**src/rtl/uart_rx_pkg.sv**
```systemverilog
// -----------------------------------------------------------------------------
// uart_rx_pkg
// Shared definitions for the uart_rx_capture receiver:
//   - receiver FSM state encoding (IDLE, START, DATA, STOP, WAIT_IDLE)
//   - UART_DATA_W : width of one received character
//   - half_bit_count() : clk cycles from the start-bit falling edge to the
//     start-bit centre
// -----------------------------------------------------------------------------
package uart_rx_pkg;

   localparam int UART_DATA_W = 8;

   typedef logic [2:0] rx_state_t;

   localparam rx_state_t ST_IDLE      = 3'd0;
   localparam rx_state_t ST_START     = 3'd1;
   localparam rx_state_t ST_DATA      = 3'd2;
   localparam rx_state_t ST_STOP      = 3'd3;
   localparam rx_state_t ST_WAIT_IDLE = 3'd4;

   function automatic int half_bit_count(input int clks_per_bit);
      return clks_per_bit / 2;
   endfunction

endpackage

```
**src/rtl/uart_rx_capture_fifo.sv**
```systemverilog
// -----------------------------------------------------------------------------
// uart_rx_fifo
// First-word-fall-through byte FIFO. head_data always shows the oldest
// entry; a pop simply advances the read pointer.
// Ports:
//   clk, rst        clock, asynchronous active-high reset (pointers only)
//   push, push_data write request and byte
//   pop             consume head (ignored while empty)
//   head_data       byte at the read pointer
//   full, empty     occupancy flags
//   level           occupancy 0..DEPTH
// A push while full is accepted only if a pop happens in the same cycle,
// since that pop frees the slot being written.
// -----------------------------------------------------------------------------
module uart_rx_fifo
   import uart_rx_pkg::*;
#(
   parameter int DEPTH = 16,
   parameter int LVL_W = $clog2(DEPTH) + 1
) (
   input  logic                   clk,
   input  logic                   rst,
   input  logic                   push,
   input  logic [UART_DATA_W-1:0] push_data,
   input  logic                   pop,
   output logic [UART_DATA_W-1:0] head_data,
   output logic                   full,
   output logic                   empty,
   output logic [LVL_W-1:0]       level
);

   localparam int AW = LVL_W - 1;

   logic [UART_DATA_W-1:0] mem_q [DEPTH];
   logic [LVL_W-1:0]       wr_ptr_q, wr_ptr_d;
   logic [LVL_W-1:0]       rd_ptr_q, rd_ptr_d;
   logic                   do_push;
   logic                   do_pop;

   // Pointers carry one extra MSB so full and empty are distinguishable.
   assign empty = (wr_ptr_q == rd_ptr_q);
   assign full  = (wr_ptr_q[AW] != rd_ptr_q[AW]) &&
                  (wr_ptr_q[AW-1:0] == rd_ptr_q[AW-1:0]);
   assign level = wr_ptr_q - rd_ptr_q;

   assign do_pop  = pop & ~empty;
   assign do_push = push & (~full | do_pop);

   assign head_data = mem_q[rd_ptr_q[AW-1:0]];

   always_comb begin
      wr_ptr_d = wr_ptr_q;
      rd_ptr_d = rd_ptr_q;
      if (do_push) begin
         wr_ptr_d = wr_ptr_q + 1'b1;
      end
      if (do_pop) begin
         rd_ptr_d = rd_ptr_q + 1'b1;
      end
   end

   always_ff @(posedge clk or posedge rst) begin
      if (rst) begin
         wr_ptr_q <= '0;
         rd_ptr_q <= '0;
      end else begin
         wr_ptr_q <= wr_ptr_d;
         rd_ptr_q <= rd_ptr_d;
      end
   end

   // Storage has no reset; the top masks the head while empty.
   for (genvar gi = 0; gi < DEPTH; gi++) begin : g_mem
      always_ff @(posedge clk) begin
         if (do_push && (wr_ptr_q[AW-1:0] == AW'(gi))) begin
            mem_q[gi] <= push_data;
         end
      end
   end

endmodule

```
**src/rtl/uart_rx_capture.sv**
```systemverilog
// -----------------------------------------------------------------------------
// uart_rx_capture
// 8N1 UART receiver for the SoC UART TX line, with an FWFT byte FIFO
// drained over a valid/ready handshake.
// Ports:
//   clk         single clock
//   rst         asynchronous active-high reset
//   rxd         serial input, idle high, asynchronous to clk
//   rx_data     FIFO head byte (0 while empty)
//   rx_valid    FIFO not empty
//   rx_ready    consumer takes the head when rx_valid & rx_ready
//   frame_err   one-cycle pulse: stop bit sampled low, byte dropped
//   overflow    sticky: a byte was dropped because the FIFO was full
//   ovf_clr     clears overflow, wins over a same-cycle set
//   fifo_level  FIFO occupancy
//   busy        receiver FSM not idle
// Build option UART_RX_MAJORITY_EN: every bit decision is a 2-of-3 vote of
// the synchronized line over three consecutive clocks centred on the normal
// sample point. The decision lands one clock later, so the START phase is
// one clock longer and all later sample/decision points shift by one clock.
// -----------------------------------------------------------------------------
module uart_rx_capture
   import uart_rx_pkg::*;
#(
   parameter int CLKS_PER_BIT = 140,
   parameter int FIFO_DEPTH   = 16,
   parameter int LVL_W        = $clog2(FIFO_DEPTH) + 1
) (
   input  logic                   clk,
   input  logic                   rst,
   input  logic                   rxd,
   output logic [UART_DATA_W-1:0] rx_data,
   output logic                   rx_valid,
   input  logic                   rx_ready,
   output logic                   frame_err,
   output logic                   overflow,
   input  logic                   ovf_clr,
   output logic [LVL_W-1:0]       fifo_level,
   output logic                   busy
);

   localparam int CNT_W = $clog2(CLKS_PER_BIT);
   localparam int HALF  = half_bit_count(CLKS_PER_BIT);
`ifdef UART_RX_MAJORITY_EN
   localparam int START_END_I = HALF;
`else
   localparam int START_END_I = HALF - 1;
`endif
   localparam logic [CNT_W-1:0] START_END = CNT_W'(START_END_I);
   localparam logic [CNT_W-1:0] BIT_END   = CNT_W'(CLKS_PER_BIT - 1);

   // Synchronizer and edge detect
   logic rxd_meta_q, rxd_meta_d;
   logic rxs_q, rxs_d;
   logic rxs_prev_q, rxs_prev_d;
   logic fell;

   // Receiver FSM
   rx_state_t              state_q, state_d;
   logic [CNT_W-1:0]       cnt_q, cnt_d;
   logic [2:0]             idx_q, idx_d;
   logic [UART_DATA_W-1:0] shift_q, shift_d;
   logic                   frame_err_q, frame_err_d;
   logic                   overflow_q, overflow_d;
   logic                   sample_bit;
   logic                   push;

   // FIFO interface
   logic [UART_DATA_W-1:0] head_data;
   logic                   fifo_full;
   logic                   fifo_empty;
   logic                   pop;

   assign rxd_meta_d = rxd;
   assign rxs_d      = rxd_meta_q;
   assign rxs_prev_d = rxs_q;
   assign fell       = rxs_prev_q & ~rxs_q;

`ifdef UART_RX_MAJORITY_EN
   // hist_q[0] = rxs one clock ago, hist_q[1] = two clocks ago
   logic [1:0] hist_q, hist_d;

   assign hist_d     = {hist_q[0], rxs_q};
   assign sample_bit = (hist_q[1] & hist_q[0]) | (hist_q[1] & rxs_q) |
                       (hist_q[0] & rxs_q);

   always_ff @(posedge clk or posedge rst) begin
      if (rst) begin
         hist_q <= 2'b11;
      end else begin
         hist_q <= hist_d;
      end
   end
`else
   assign sample_bit = rxs_q;
`endif

   always_comb begin
      state_d     = state_q;
      cnt_d       = cnt_q;
      idx_d       = idx_q;
      shift_d     = shift_q;
      frame_err_d = 1'b0;
      push        = 1'b0;
      case (state_q)
         ST_IDLE: begin
            cnt_d = '0;
            if (fell) begin
               state_d = ST_START;
            end
         end
         ST_START: begin
            if (cnt_q == START_END) begin
               cnt_d   = '0;
               idx_d   = '0;
               // Line back high at mid start bit: glitch, not a frame.
               state_d = sample_bit ? ST_IDLE : ST_DATA;
            end else begin
               cnt_d = cnt_q + 1'b1;
            end
         end
         ST_DATA: begin
            if (cnt_q == BIT_END) begin
               cnt_d   = '0;
               // LSB arrives first, so shift in from the top.
               shift_d = {sample_bit, shift_q[UART_DATA_W-1:1]};
               if (idx_q == 3'd7) begin
                  state_d = ST_STOP;
               end else begin
                  idx_d = idx_q + 1'b1;
               end
            end else begin
               cnt_d = cnt_q + 1'b1;
            end
         end
         ST_STOP: begin
            if (cnt_q == BIT_END) begin
               cnt_d       = '0;
               push        = sample_bit;
               frame_err_d = ~sample_bit;
               state_d     = ST_WAIT_IDLE;
            end else begin
               cnt_d = cnt_q + 1'b1;
            end
         end
         ST_WAIT_IDLE: begin
            // A held-low line (break) must not be read as new start bits.
            if (rxs_q) begin
               state_d = ST_IDLE;
            end
         end
         default: begin
            state_d = ST_IDLE;
         end
      endcase
   end

   assign pop = ~fifo_empty & rx_ready;

   always_comb begin
      overflow_d = overflow_q;
      if (push && fifo_full && !pop) begin
         overflow_d = 1'b1;
      end
      if (ovf_clr) begin
         overflow_d = 1'b0;
      end
   end

   always_ff @(posedge clk or posedge rst) begin
      if (rst) begin
         rxd_meta_q  <= 1'b1;
         rxs_q       <= 1'b1;
         rxs_prev_q  <= 1'b1;
         state_q     <= ST_IDLE;
         cnt_q       <= '0;
         idx_q       <= '0;
         shift_q     <= '0;
         frame_err_q <= 1'b0;
         overflow_q  <= 1'b0;
      end else begin
         rxd_meta_q  <= rxd_meta_d;
         rxs_q       <= rxs_d;
         rxs_prev_q  <= rxs_prev_d;
         state_q     <= state_d;
         cnt_q       <= cnt_d;
         idx_q       <= idx_d;
         shift_q     <= shift_d;
         frame_err_q <= frame_err_d;
         overflow_q  <= overflow_d;
      end
   end

   uart_rx_fifo #(
      .DEPTH (FIFO_DEPTH),
      .LVL_W (LVL_W)
   ) u_fifo (
      .clk       (clk),
      .rst       (rst),
      .push      (push),
      .push_data (shift_d),
      .pop       (pop),
      .head_data (head_data),
      .full      (fifo_full),
      .empty     (fifo_empty),
      .level     (fifo_level)
   );

   assign rx_valid  = ~fifo_empty;
   assign rx_data   = fifo_empty ? '0 : head_data;
   assign frame_err = frame_err_q;
   assign overflow  = overflow_q;
   assign busy      = (state_q != ST_IDLE);

endmodule
```
**config.mk**
```make
export PLATFORM = sky130hd
export DESIGN_NAME = uart_rx_capture
export DESIGN_NICKNAME = d
export VERILOG_FILES = /design/src/rtl/uart_rx_pkg.sv /design/src/rtl/uart_rx_capture_fifo.sv /design/src/rtl/uart_rx_capture.sv
export SDC_FILE = /design/constraint.sdc
export NUM_CORES = 1
export LEC_CHECK = 0
export ABC_AREA = 1
export BUFFER_PORTS_ARGS = -buffer_cell sky130_fd_sc_hd__buf_2
export CAP_MARGIN = 5
export CORE_ASPECT_RATIO = 0.7
export CORE_MARGIN = 2
export CORE_UTILIZATION = 24
export DETAILED_ROUTE_END_ITERATION = 12
export PLACE_DENSITY = 0.47
export SETUP_SLACK_MARGIN = 0.05
export SKIP_LAST_GASP = 1
export SLEW_MARGIN = 20
export SYNTH_ARGS = -nofsm -noshare
export SYNTH_HDL_FRONTEND = slang
export SYNTH_SLANG_ARGS = --single-unit
export TNS_END_PERCENT = 1
```
**constraint.sdc**
```tcl
create_clock -name clk -period 3.4 [get_ports clk]
set_input_delay 0.68 -clock clk [delete_from_list [all_inputs] [get_ports clk]]
set_output_delay 0.68 -clock clk [all_outputs]
set_load 0.05 [all_outputs]
```
======== Yosys cells after proc, flatten, opt, wreduce, memory -nomap -nowiden ========
Memory sizes are Yosys's and may differ from the RTL's.
Cells that the tools add are included.
W data, S select, Z words.
word-level totals
  memories kept ........................... 1
  logic and storage cells ................. 202
  input port bits ......................... 5
  bits in registers ....................... 37
  bits in writable memories ............... 128
cells by class
  bitwise logic cells ..................... 8
  add/subtract/negate cells ............... 5
  reduce and logical (&&, ||, !) cells .... 44
  equality and inequality tests ........... 32
  mux-type cells .......................... 101
memory list
  name          depth  width  rd ports  clocked after memory_dff  wr ports  RTL line                    text
  u_fifo.mem_q  16     8      1         0                         1         uart_rx_capture_fifo.sv:34  logic [UART_DATA_W-1:0] mem_q [DEPTH];
operators with widths
  kind                   count
  $mux W8                20
  $reduce_or A8 Y1       15
  $mux W4                15
  $mux W1                53
  $eq A4 B4 Y1 const B   8
  $mux W3                9
  $pmux W8 S3            1
  $logic_and A1 B1 Y1    19
  $eq A4 B3 Y1 const B   4
  $pmux W3 S5            1
  $ne A2 B2 Y1 const B   7
  $add A5 B1 Y5 const B  2
  $add A8 B1 Y8 const B  1
  $eq A4 B2 Y1 const B   2
  $eq A8 B7 Y1 const B   1
  $eq A8 B8 Y1 const B   1
  $eq A3 B2 Y1 const B   2
  $eq A3 B3 Y1 const B   2
  $pmux W3 S2            1
  $reduce_and A6 Y1      1
  $reduce_bool A3 Y1     2
  $eq A5 B5 Y1           1
  $sub A5 B5 Y5          1
  $and A1 B1 Y1          4
  14 further kinds       17

======== Depth between registers and ports, before layout ========
Gate-level depths: netlist of run 1.
  depth after elaboration ................. 25
  depth in mapped cells ................... 10

======== Hierarchy ========
A second synthesis of run 1 with hierarchy kept.
unflattened totals
  cells, all modules ...................... 877
  area, all modules ....................... 8070.2 µm²
modules (own cells, without submodules)
  module           instances  cells an instance  sequential area each (µm²)  area an instance (µm²)
  uart_rx_fifo     1          677                4093.9                      6481.2
  uart_rx_capture  1          200                679.4                       1589.0

======== Worst setup path after synthesis of run 1 ========
No wires, ideal clock.
  path type ............................... register -> output
  from .................................... register u_fifo.rd_ptr_q[1]
  to ...................................... output port rx_data[0]
  arrival time ............................ 2.787 ns
  buffers on the path ..................... 2
  slack ................................... -0.067 ns
  stages on the path, launching flop included .. 10
  required time ........................... 2.720 ns
  cells stage by stage .................... dfrtp_1 > buf_2 > clkinv_1 > clkbuf_1 > ha_1 > nand4_1 > inv_1 > nand2_1 > inv_1 > a21oi_1
between the ends
  cells in the longest elaborated chain, start to end .. 2
RTL lines
  what                                                   RTL line                    text
  from (decl)                                            uart_rx_capture_fifo.sv:36  logic [LVL_W-1:0] rd_ptr_q, rd_ptr_d;
  from (signal assigned)                                 uart_rx_capture_fifo.sv:68  rd_ptr_q <= rd_ptr_d;
  $mem_v2 Z16 W8 / $eq A5 B5 Y1 (equally long branches)  n/a
  $mux W8 *                                              uart_rx_capture.sv:210      assign rx_data = fifo_empty ? '0 : head_data;
  to (decl)                                              uart_rx_capture.sv:32       output logic [UART_DATA_W-1:0] rx_data,
Mark *: on every way between the ends. The rest lies on a longest branch, timed or not.

======== Worst setup path in the final report of run 1 ========
  from .................................... register u_fifo.rd_ptr_q[0]
  to ...................................... output port rx_data[7]
Same word-level chain as after synthesis.

==> flow_summary.json, run 1 <==
{
  "status": "completed",
  "num_antenna_cells": 0,
  "power_density_nw_per_um2": 733,
  "r2r_start": "u_fifo.rd_ptr_q[2]",
  "crit_start": "u_fifo.rd_ptr_q[0]",
  "hold_ws_ns": 0.323,
  "antenna_found_initial": 1,
  "path_delay_family": "buffers and inverters",
  "io-pin-count": 22,
  "cts.sinks": 165,
  "yosys_warnings": 0,
  "worst_setup_path_start_kind": "register",
  "htreeDepth": 4,
  "required_ns": 2.72,
  "cp-endpoint": "rx_data[7]",
  "vias": 5236,
  "cp_slowest_cell": "buf_6",
  "dp_cells": 1246,
  "fillers": 3252,
  "rows": 54,
  "r2r_setup_slack_ns": 0.86,
  "path_cells": "buf_6 -> nand2_1 -> nand2_1 -> nand2_1 -> nand3_1 -> nand3_1 -> a21oi_1 -> buf_2",
  "worst_setup_path_end_kind": "primary output",
  "synth_top_area_share_pct": 50.2,
  "setup.worst_path.class": "reg2out",
  "worstMarginPinSlew_ns": 0.943,
  "yosys-top-cells-area": "edfxtp_1, nand2_1, dfrtp_1, inv_1, nand3_1",
  "via_per_inst": 4.11,
  "syn_nets": 824,
  "yosysUniqueCellTypes": 31,
  "fin_util_pct": 28.5,
  "fmax_mhz": 319,
  "synthCells": 805,
  "drv_cap": 0,
  "drt-total-wl_mm": 18.6,
  "die_w_um": 217,
  "gp_congestion": 0.770,
  "clk_path_buf_depth": 2,
  "synth_area_um2": 7650,
  "min_period_over_period_pct": 92.2,
  "slew_viol_final": 0,
  "floorplan.die_area_um2": 33300,
  "grt_pass1_vias": 5038,
  "crit_buf_inv": 2,
  "crit_fanout": 65,
  "hold_violations": 0,
  "start_util_pct": 24.5,
  "cts_tree": "yes",
  "path_depth": 8,
  "drtPass1Iterations": 5,
  "reg2reg_depth": 7,
  "grt_overflow": 0,
  "avgSynthCellArea_um2": 9.50,
  "drt_iter0_drc": 341,
  "grt_pass1_wl_mm": 29.3,
  "rsz0062_at_grt": "no",
  "dieHeight_um": 153,
  "drc": 0,
  "stdcell_count": 1275,
  "cts.clk_slew.worst_paths_ns": 0.07,
  "leakage_nw": 3.99,
  "finalSetupViolCount": 0,
  "fin_skew_ns": 0.0119,
  "vdd_drop_max_v": 0.000327,
  "pre_cts_slack_ns": 0.483,
  "numCtsBuffers": 17,
  "antenna_left": 0,
  "worstSkewPairLatency_ns": 0.43,
  "critPathMaxStageDelay_ns": 0.47,
  "relSlewSlack_pct": 36.9,
  "r2r-end": "u_fifo.mem_q[15][7]",
  "area_growth_pct": 16.4,
  "drive_above_1_share_pct": 11.1,
  "coreArea_um2": 31300,
  "track_usage_pct": 11.8,
  "min_period_ns": 3.13,
  "dp_hpwl_mm": 12.0,
  "holdCritPathClass": "in2async",
  "finalNetCount": 864,
  "portBuffers": 21,
  "synth_area_leader_cell": "edfxtp_1",
  "holdBufCountCts": 0,
  "cp.arrival_ns": 2.45,
  "grt_max_degree": 66,
  "cts_root_buf": "clkbuf_16",
  "synth_seq_cells": 165,
  "power.total_mw": 6.53,
  "cp_common_cell": "nand2_1",
  "ys_seq_area_share_pct": 62.4,
  "routedWlPerCell_um": 14.6,
  "fin_ws_ns": 0.266
}
==> per-stage QoR <==
step / setup TNS (ns) / area [µm²]
floorplan: -0.537 / 7650
global placement: 0 / 8350
detailed placement: 0 / 8350
CTS: 0 / 8900
global route: 0 / 8900
finish: 0 / 8900
==> worst min-delay path by stage <==
stage                          start         end  cells after the start  slack [ns]
after CTS                        rxd  rxd_meta_q                      1        0.32
after global routing             rxd  rxd_meta_q                      1        0.32
after global placement    rxd_meta_q  rxs_prev_d                      0        0.35
after floorplan           rxd_meta_q  rxs_prev_d                      0        0.35
final                            rst  state_q[2]                      2        0.32
after detailed placement  rxd_meta_q  rxs_prev_d                      0        0.35
==> placed cells by master, fill, tap and decap left out, types with 13 or more instances in the layout <==
cell / Yosys / layout
edfxtp_1: 128 / 128
inv_1: 127 / 125
nand2_1: 288 / 288
buf_2: 17 / 21
ha_1: 13 / 13
clkbuf_16: 0 / 17
nand3_1: 83 / 83
dfrtp_1: 34 / 33
a21oi_1: 14 / 14
nor2_1: 23 / 23
o21ai_0: 17 / 15
nor3_1: 13 / 13
buf_4: 0 / 25
==> flip-flops by register name, summed over array words and instances, names as in the netlist, 3 cells and up <==
signal / flops
u_fifo.wr_ptr_q: 5
state_q: 3
shift_q: 8
u_fifo.mem_q: 128
idx_q: 3
cnt_q: 8
u_fifo.rd_ptr_q: 5
==> power breakdown <==
part | internal [mW] | switching [mW] | leakage, nW | total (mW)
logic | 0.622 | 1.78 | 1.74 | 2.40
registers | 2.22 | 0.0801 | 1.98 | 2.30
clock network | 1.06 | 0.773 | 0.266 | 1.83
total | 3.90 | 2.63 | 3.99 | 6.53
==> logic make-up (layout without fill, tap and decap cells) <==
| kind of cell | count (synthesis) | after routing | share of synthesized area, % |
|---|---|---|---|
| compound gates | 32 | 32 | 2.09 |
| xor+xnor | 14 | 14 | 1.60 |
| fa+ha+maj | 14 | 14 | 2.39 |
| buf+inv | 158 | 208 | 8.13 |
| flops | 165 | 165 | 62.4 |
| simple gates | 422 | 422 | 23.4 |
==> per-layer routing <==
metal	share of wire, %	GRT usage, %	wire [µm]
met5	0	0	0
met4	1.1	3.42	210
met3	4.6	2.77	862
met2	43	17.3	7900
met1	52	17.3	9600
==> cells in the mapped netlist (all sizes together) <==
| cell type | number |
|---|---|
| xor2 | 10 |
| dfrtp | 34 |
| o21ai | 18 |
| nand4 | 3 |
| clkbuf | 7 |
| buf | 19 |
| dfstp | 3 |
| nor3 | 14 |
| fa | 1 |
| edfxtp | 128 |
| inv | 130 |
| nand3 | 85 |
| or2 | 1 |
| nor2 | 28 |
| clkinv | 2 |
| xnor2 | 4 |
| nand2 | 291 |
| ha | 13 |
| a21oi | 14 |
==> layout make-up <==
class	instances	area, µm²	area share, %
Inverter	132	500	5.62
Clock buffer	17	425	4.78
Multi-Input combinational cell	482	2260	25.4
Timing Repair Buffer	47	304	3.41
Clock inverter	12	116	1.31
Tap cell	420	526	5.90
Sequential cell	165	4770	53.6
==> what timing repair did <==
item                                    CTS  global route
endpoints found under the setup margin    1             5
resized for setup                         1             2
gates cloned                              0             0
setup buffers                             0             0
pin swaps                                 0             0
(Power assumes the default switching activity.)
==> inputs of run 2 (changes only) <==
--- a/config.mk
+++ b/config.mk
@@ -6,13 +6,14 @@
 export NUM_CORES = 1
 export LEC_CHECK = 0
 export ABC_AREA = 1
+export ABC_CLOCK_PERIOD_IN_PS = 3400
 export BUFFER_PORTS_ARGS = -buffer_cell sky130_fd_sc_hd__buf_2
 export CAP_MARGIN = 5
 export CORE_ASPECT_RATIO = 0.7
 export CORE_MARGIN = 2
-export CORE_UTILIZATION = 24
+export CORE_UTILIZATION = 50
 export DETAILED_ROUTE_END_ITERATION = 12
-export PLACE_DENSITY = 0.47
+export PLACE_DENSITY = 0.75
 export SETUP_SLACK_MARGIN = 0.05
 export SKIP_LAST_GASP = 1
 export SLEW_MARGIN = 20
==> run 2 against run 1 <==
Design area fell by 2.9%. Combinational power is 5% lower. Routed wire length fell by 12%. Fmax fell by 0.58%. Sequential power grew 3%. Worst hold slack better by 0.025 ns. Utilization increased by 30 points. Power increased by 0.23%. Largest power group is now sequential cells.
==> flow_summary.json, run 2 (synthesis gave the netlist of run 1 again) <==
{
  "status": "completed",
  "fin_ws_ns": 0.248,
  "start_util_pct": 51.6,
  "track_usage_pct": 21.7,
  "dp_hpwl_mm": 10.7,
  "vias": 5352,
  "drc": 0,
  "r2r_setup_slack_ns": 0.89,
  "worstHoldPathCells": 1,
  "holdCritPathClass": "in2reg",
  "drt-total-wl_mm": 16.4,
  "hold_ws_ns": 0.348,
  "via_per_inst": 5.09,
  "drt_iter0_drc": 503,
  "drive_above_1_share_pct": 11.3,
  "dieHeight_um": 107,
  "worst_setup_path_start_kind": "register",
  "setup_tns_ns": 0,
  "coreArea_um2": 14800,
  "num_antenna_cells": 0,
  "grt_pass1_wl_mm": 27.0,
  "drtPass1Iterations": 5,
  "rsz0062_at_grt": "no",
  "worstSkewPairLatency_ns": 0.43,
  "grt_overflow": 0,
  "cp.arrival_ns": 2.47,
  "relSlewSlack_pct": 48.8,
  "gp_congestion": 0.896,
  "clk_path_buf_depth": 2,
  "numCtsBuffers": 17,
  "cts_root_buf": "clkbuf_16",
  "portBuffers": 21,
  "worst_setup_path_end_kind": "primary output",
  "grt_max_degree": 41,
  "cts.sinks": 165,
  "post_cts_buffers": 0,
  "worstMarginPinSlew_ns": 0.767,
  "min-delay-start": "rxd",
  "die_w_um": 152,
  "pre_cts_slack_ns": 0.583,
  "leakage_nw": 3.98,
  "reg2reg_depth": 7,
  "routedWlPerCell_um": 15.6,
  "cts.clk_slew.worst_paths_ns": 0.07,
  "antenna_left": 0,
  "hold_violations": 0,
  "vdd_drop_max_v": 0.000356,
  "hold_end": "rxd_meta_q",
  "required_ns": 2.72,
  "finalNetCount": 863,
  "setup.worst_path.class": "reg2out",
  "slew_viol_final": 0,
  "grt_pass1_vias": 5235,
  "final_cell_mix": "nand2_1, edfxtp_1, inv_1, nand3_1, dfrtp_1",
  "io-pin-count": 22,
  "fin_util_pct": 58.4,
  "r2r_start": "u_fifo.rd_ptr_q[3]",
  "floorplan.die_area_um2": 16300,
  "largest_register": "u_fifo.mem_q",
  "rows": 37,
  "cts_tree": "yes",
  "fin_skew_ns": 0.0132,
  "largest_reg_flops": 128,
  "min_period_over_period_pct": 92.7,
  "antenna_found_initial": 0,
  "r2r-end": "u_fifo.mem_q[3][3]",
  "fmax_mhz": 317,
  "reg_top3": "u_fifo.mem_q: 128 flops, cnt_q: 8 flops, shift_q: 8 flops",
  "cts_resized": 0,
  "drv_cap": 0,
  "finalSetupViolCount": 0,
  "min_period_ns": 3.15,
  "layout_commonest_cell": "nand2_1",
  "crit_fanout": 11,
  "holdBufCountCts": 0,
  "area_growth_pct": 13.0,
  "htreeDepth": 4,
  "power_density_nw_per_um2": 757
}
==> run 2: worst max-delay path: stages (launching register included) <==
cell and delay [ns]:
dfrtp_1 0.41, inv_1 0.29, ha_1 0.34, nand4_1 0.10, inv_1 0.06, nand2_1 0.18, inv_1 0.17, a21oi_1 0.19
buf_2 0.29
==> run 2: power by group <==
part | leakage, nW | switching (mW) | internal (mW)
Sequential | 1.98 | 0.142 | 2.23
Clock | 0.271 | 0.807 | 1.09
Combinational | 1.74 | 1.66 | 0.618
==> run 2: worst max-delay path by stage <==
stage / start / to / slack [ns]
CTS: u_fifo.rd_ptr_q[2] / rx_data[5] / 0.12
global placement: u_fifo.rd_ptr_q[0] / fifo_level[4] / 0.70
detailed placement: u_fifo.rd_ptr_q[2] / rx_data[5] / 0.58
finish: u_fifo.rd_ptr_q[3] / rx_data[5] / 0.25
global route: u_fifo.rd_ptr_q[2] / rx_data[5] / 0.13
floorplan: u_fifo.rd_ptr_q[1] / rx_data[0] / -0.07
==> run 2: area by class of cell <==
type | count | area (µm²)
Clock buffer | 18 | 429
Clock inverter | 13 | 150
Fill cell | 1180 | 6170
Inverter | 132 | 495
Multi-Input combinational cell | 482 | 2250
Sequential cell | 165 | 4780
Tap cell | 195 | 244
Timing Repair Buffer | 46 | 293
==> run 2: metrics by stage <==
step	total power, mW	cells	area [µm²]
2_1_floorplan	4.10	805	7650
3_3_place_gp	4.63	1020	8060
3_5_place_dp	4.67	1020	8060
4_1_cts	6.56	1051	8640
5_1_grt	6.92	1051	8640
6_report	6.55	1051	8640
==> run 2: metal layers <==
layer	vias to the layer above	routed length (µm)	GRT usage, %
li1	2635	-	-
met3	21	1170	4.15
met2	171	7500	34.4
met4	0	218	7.88
met5	-	0	0
met1	2525	7470	30.2
==> inputs of run 3 (changes only) <==
--- a/config.mk
+++ b/config.mk
@@ -6,13 +6,14 @@
 export NUM_CORES = 1
 export LEC_CHECK = 0
 export ABC_AREA = 1
-export ABC_CLOCK_PERIOD_IN_PS = 3400
+export ABC_CLOCK_PERIOD_IN_PS = 3850
 export BUFFER_PORTS_ARGS = -buffer_cell sky130_fd_sc_hd__buf_2
 export CAP_MARGIN = 5
 export CORE_ASPECT_RATIO = 0.7
 export CORE_MARGIN = 2
 export CORE_UTILIZATION = 50
 export DETAILED_ROUTE_END_ITERATION = 12
+export MAX_ROUTING_LAYER = met4
 export PLACE_DENSITY = 0.75
 export SETUP_SLACK_MARGIN = 0.05
 export SKIP_LAST_GASP = 1
==> constraint.sdc (replaced) <==
create_clock -name clk -period 3.85 [get_ports clk]
set_input_delay 0.77 -clock clk [delete_from_list [all_inputs] [get_ports clk]]
set_output_delay 0.77 -clock clk [all_outputs]
set_load 0.05 [all_outputs]
==> run 3 against run 2 <==
Die area is the same. Combinational power shrank 12%. Clock skew decreased by 0.0017 ns. Utilization increased by 0.19 points. Critical endpoint is now rx_data[6]. Global-route usage up 0.19 points. First-iteration DRC count increased by 7.8%. Power down 11%.
==> flow_summary.json, run 3 (synthesis gave the netlist of run 1 again) <==
{
  "start_util_pct": 51.6,
  "cts.sinks": 165,
  "largest_reg_flops": 128,
  "leakage_nw": 4.00,
  "grt_pass1_vias": 5015,
  "vdd_drop_max_v": 0.000308,
  "cp_common_cell": "inv_1",
  "crit_fanout": 12,
  "finalSetupViolCount": 0,
  "largest_register": "u_fifo.mem_q",
  "num_antenna_cells": 0,
  "post_cts_buffers": 0,
  "antenna_left": 0,
  "holdBufCountCts": 0,
  "reg_top3": "u_fifo.mem_q: 128 flops, cnt_q: 8 flops, shift_q: 8 flops",
  "grt_pass1_wl_mm": 26.4,
  "slew_viol_final": 0,
  "holdCritPathClass": "reg2reg",
  "drt_iter0_drc": 542,
  "required_ns": 3.08,
  "min_period_ns": 3.40,
  "fin_skew_ns": 0.0116,
  "relSlewSlack_pct": 43.9,
  "grt.busiest_layer": "met2",
  "cts.clk_slew.worst_paths_ns": 0.07,
  "portBuffers": 21,
  "status": "completed",
  "cp_slowest_cell": "dfrtp_1",
  "worstMarginPinSlew_ns": 0.838,
  "rsz0062_at_grt": "no",
  "numCtsBuffers": 17,
  "pre_cts_slack_ns": 0.913,
  "critPathMaxStageDelay_ns": 0.62,
  "finalNetCount": 861,
  "drt-total-wl_mm": 16.5,
  "antenna_found_initial": 0,
  "clk_path_buf_depth": 2,
  "via_per_inst": 5.04,
  "setup.worst_path.class": "reg2out",
  "fin_util_pct": 58.5,
  "hold_ws_ns": 0.357,
  "drive_above_1_share_pct": 11.2,
  "worst_setup_path_end_kind": "primary output",
  "drv_cap": 0,
  "path_cells": "inv_2 -> ha_1 -> nand4_1 -> inv_1 -> nand2_1 -> inv_1 -> a21oi_1 -> buf_2",
  "vias": 5292,
  "floorplan.die_area_um2": 16300,
  "rows": 37,
  "grt_max_degree": 46,
  "worst_setup_path_start_kind": "register",
  "drc": 0,
  "track_usage_pct": 21.9,
  "crit_buf_inv": 4,
  "final_cell_mix": "nand2_1, edfxtp_1, inv_1, nand3_1, dfrtp_1",
  "io-pin-count": 22,
  "setup_tns_ns": 0,
  "use_met1_pct": 29.7,
  "routedWlPerCell_um": 15.7,
  "cts_resized": 0,
  "hold_violations": 0,
  "path_delay_family": "buffers and inverters",
  "cts_tree": "yes",
  "cts_root_buf": "clkbuf_16",
  "fmax_mhz": 294,
  "fin_ws_ns": 0.450,
  "power_density_nw_per_um2": 674,
  "dp_hpwl_mm": 10.2,
  "gp_congestion": 0.890,
  "worstSkewPairLatency_ns": 0.43,
  "dieHeight_um": 107,
  "die_w_um": 152,
  "grt_use_met2_pct": 33.9,
  "area_growth_pct": 13.4,
  "htreeDepth": 4,
  "min_period_over_period_pct": 88.3,
  "cp.arrival_ns": 2.63,
  "drtPass1Iterations": 5,
  "gr-usage-met3_pct": 4.03,
  "coreArea_um2": 14800,
  "layout_commonest_cell": "nand2_1",
  "grt_overflow": 0
}
[run 3: path summary, 6_finish.rpt]
path	start	endpoint	slack, ns	depth (start not counted)
setup reg to reg	u_fifo.rd_ptr_q[2]	u_fifo.mem_q[15][0]	1.02	7
max in group asynchronous	rst	u_fifo.rd_ptr_q[0]	2.71	3
min in group asynchronous	rst	idx_q[1]	0.39	2
setup / recovery	u_fifo.rd_ptr_q[2]	rx_data[6]	0.45	8
hold / removal	rxd_meta_q	rxs_prev_d	0.36	0
hold reg to reg	rxd_meta_q	rxs_prev_d	0.36	0
[run 3: routing by layer]
metal,share of wire (%),wire length [µm]
met5,0,0
met3,6.2,1020
met1,46,7600
met2,46,7660
met4,1.5,247
[run 3: power breakdown]
part	total, mW	switching, mW	internal [mW]
registers	2.09	0.133	1.96
logic	2.01	1.47	0.534
clock network	1.75	0.761	0.986
[run 3: cell type report]
cell class | count | area [µm²]
fillers | 1238 | 6140
multi-input cells | 482 | 2250
inverters | 132 | 495
repair buffers | 44 | 290
flip-flops and latches | 165 | 4770
clock buffers | 17 | 425
clock inverters | 15 | 188
well taps | 195 | 244
[run 3: metrics by stage]
| step | power (mW) | instances | cell area [µm²] |
|---|---|---|---|
| CTS | 5.87 | 1050 | 8670 |
| global placement | 4.10 | 1018 | 8060 |
| global route | 6.16 | 1050 | 8670 |
| detailed placement | 4.13 | 1018 | 8060 |
| finish | 5.85 | 1050 | 8670 |
| floorplan | 3.62 | 805 | 7650 |
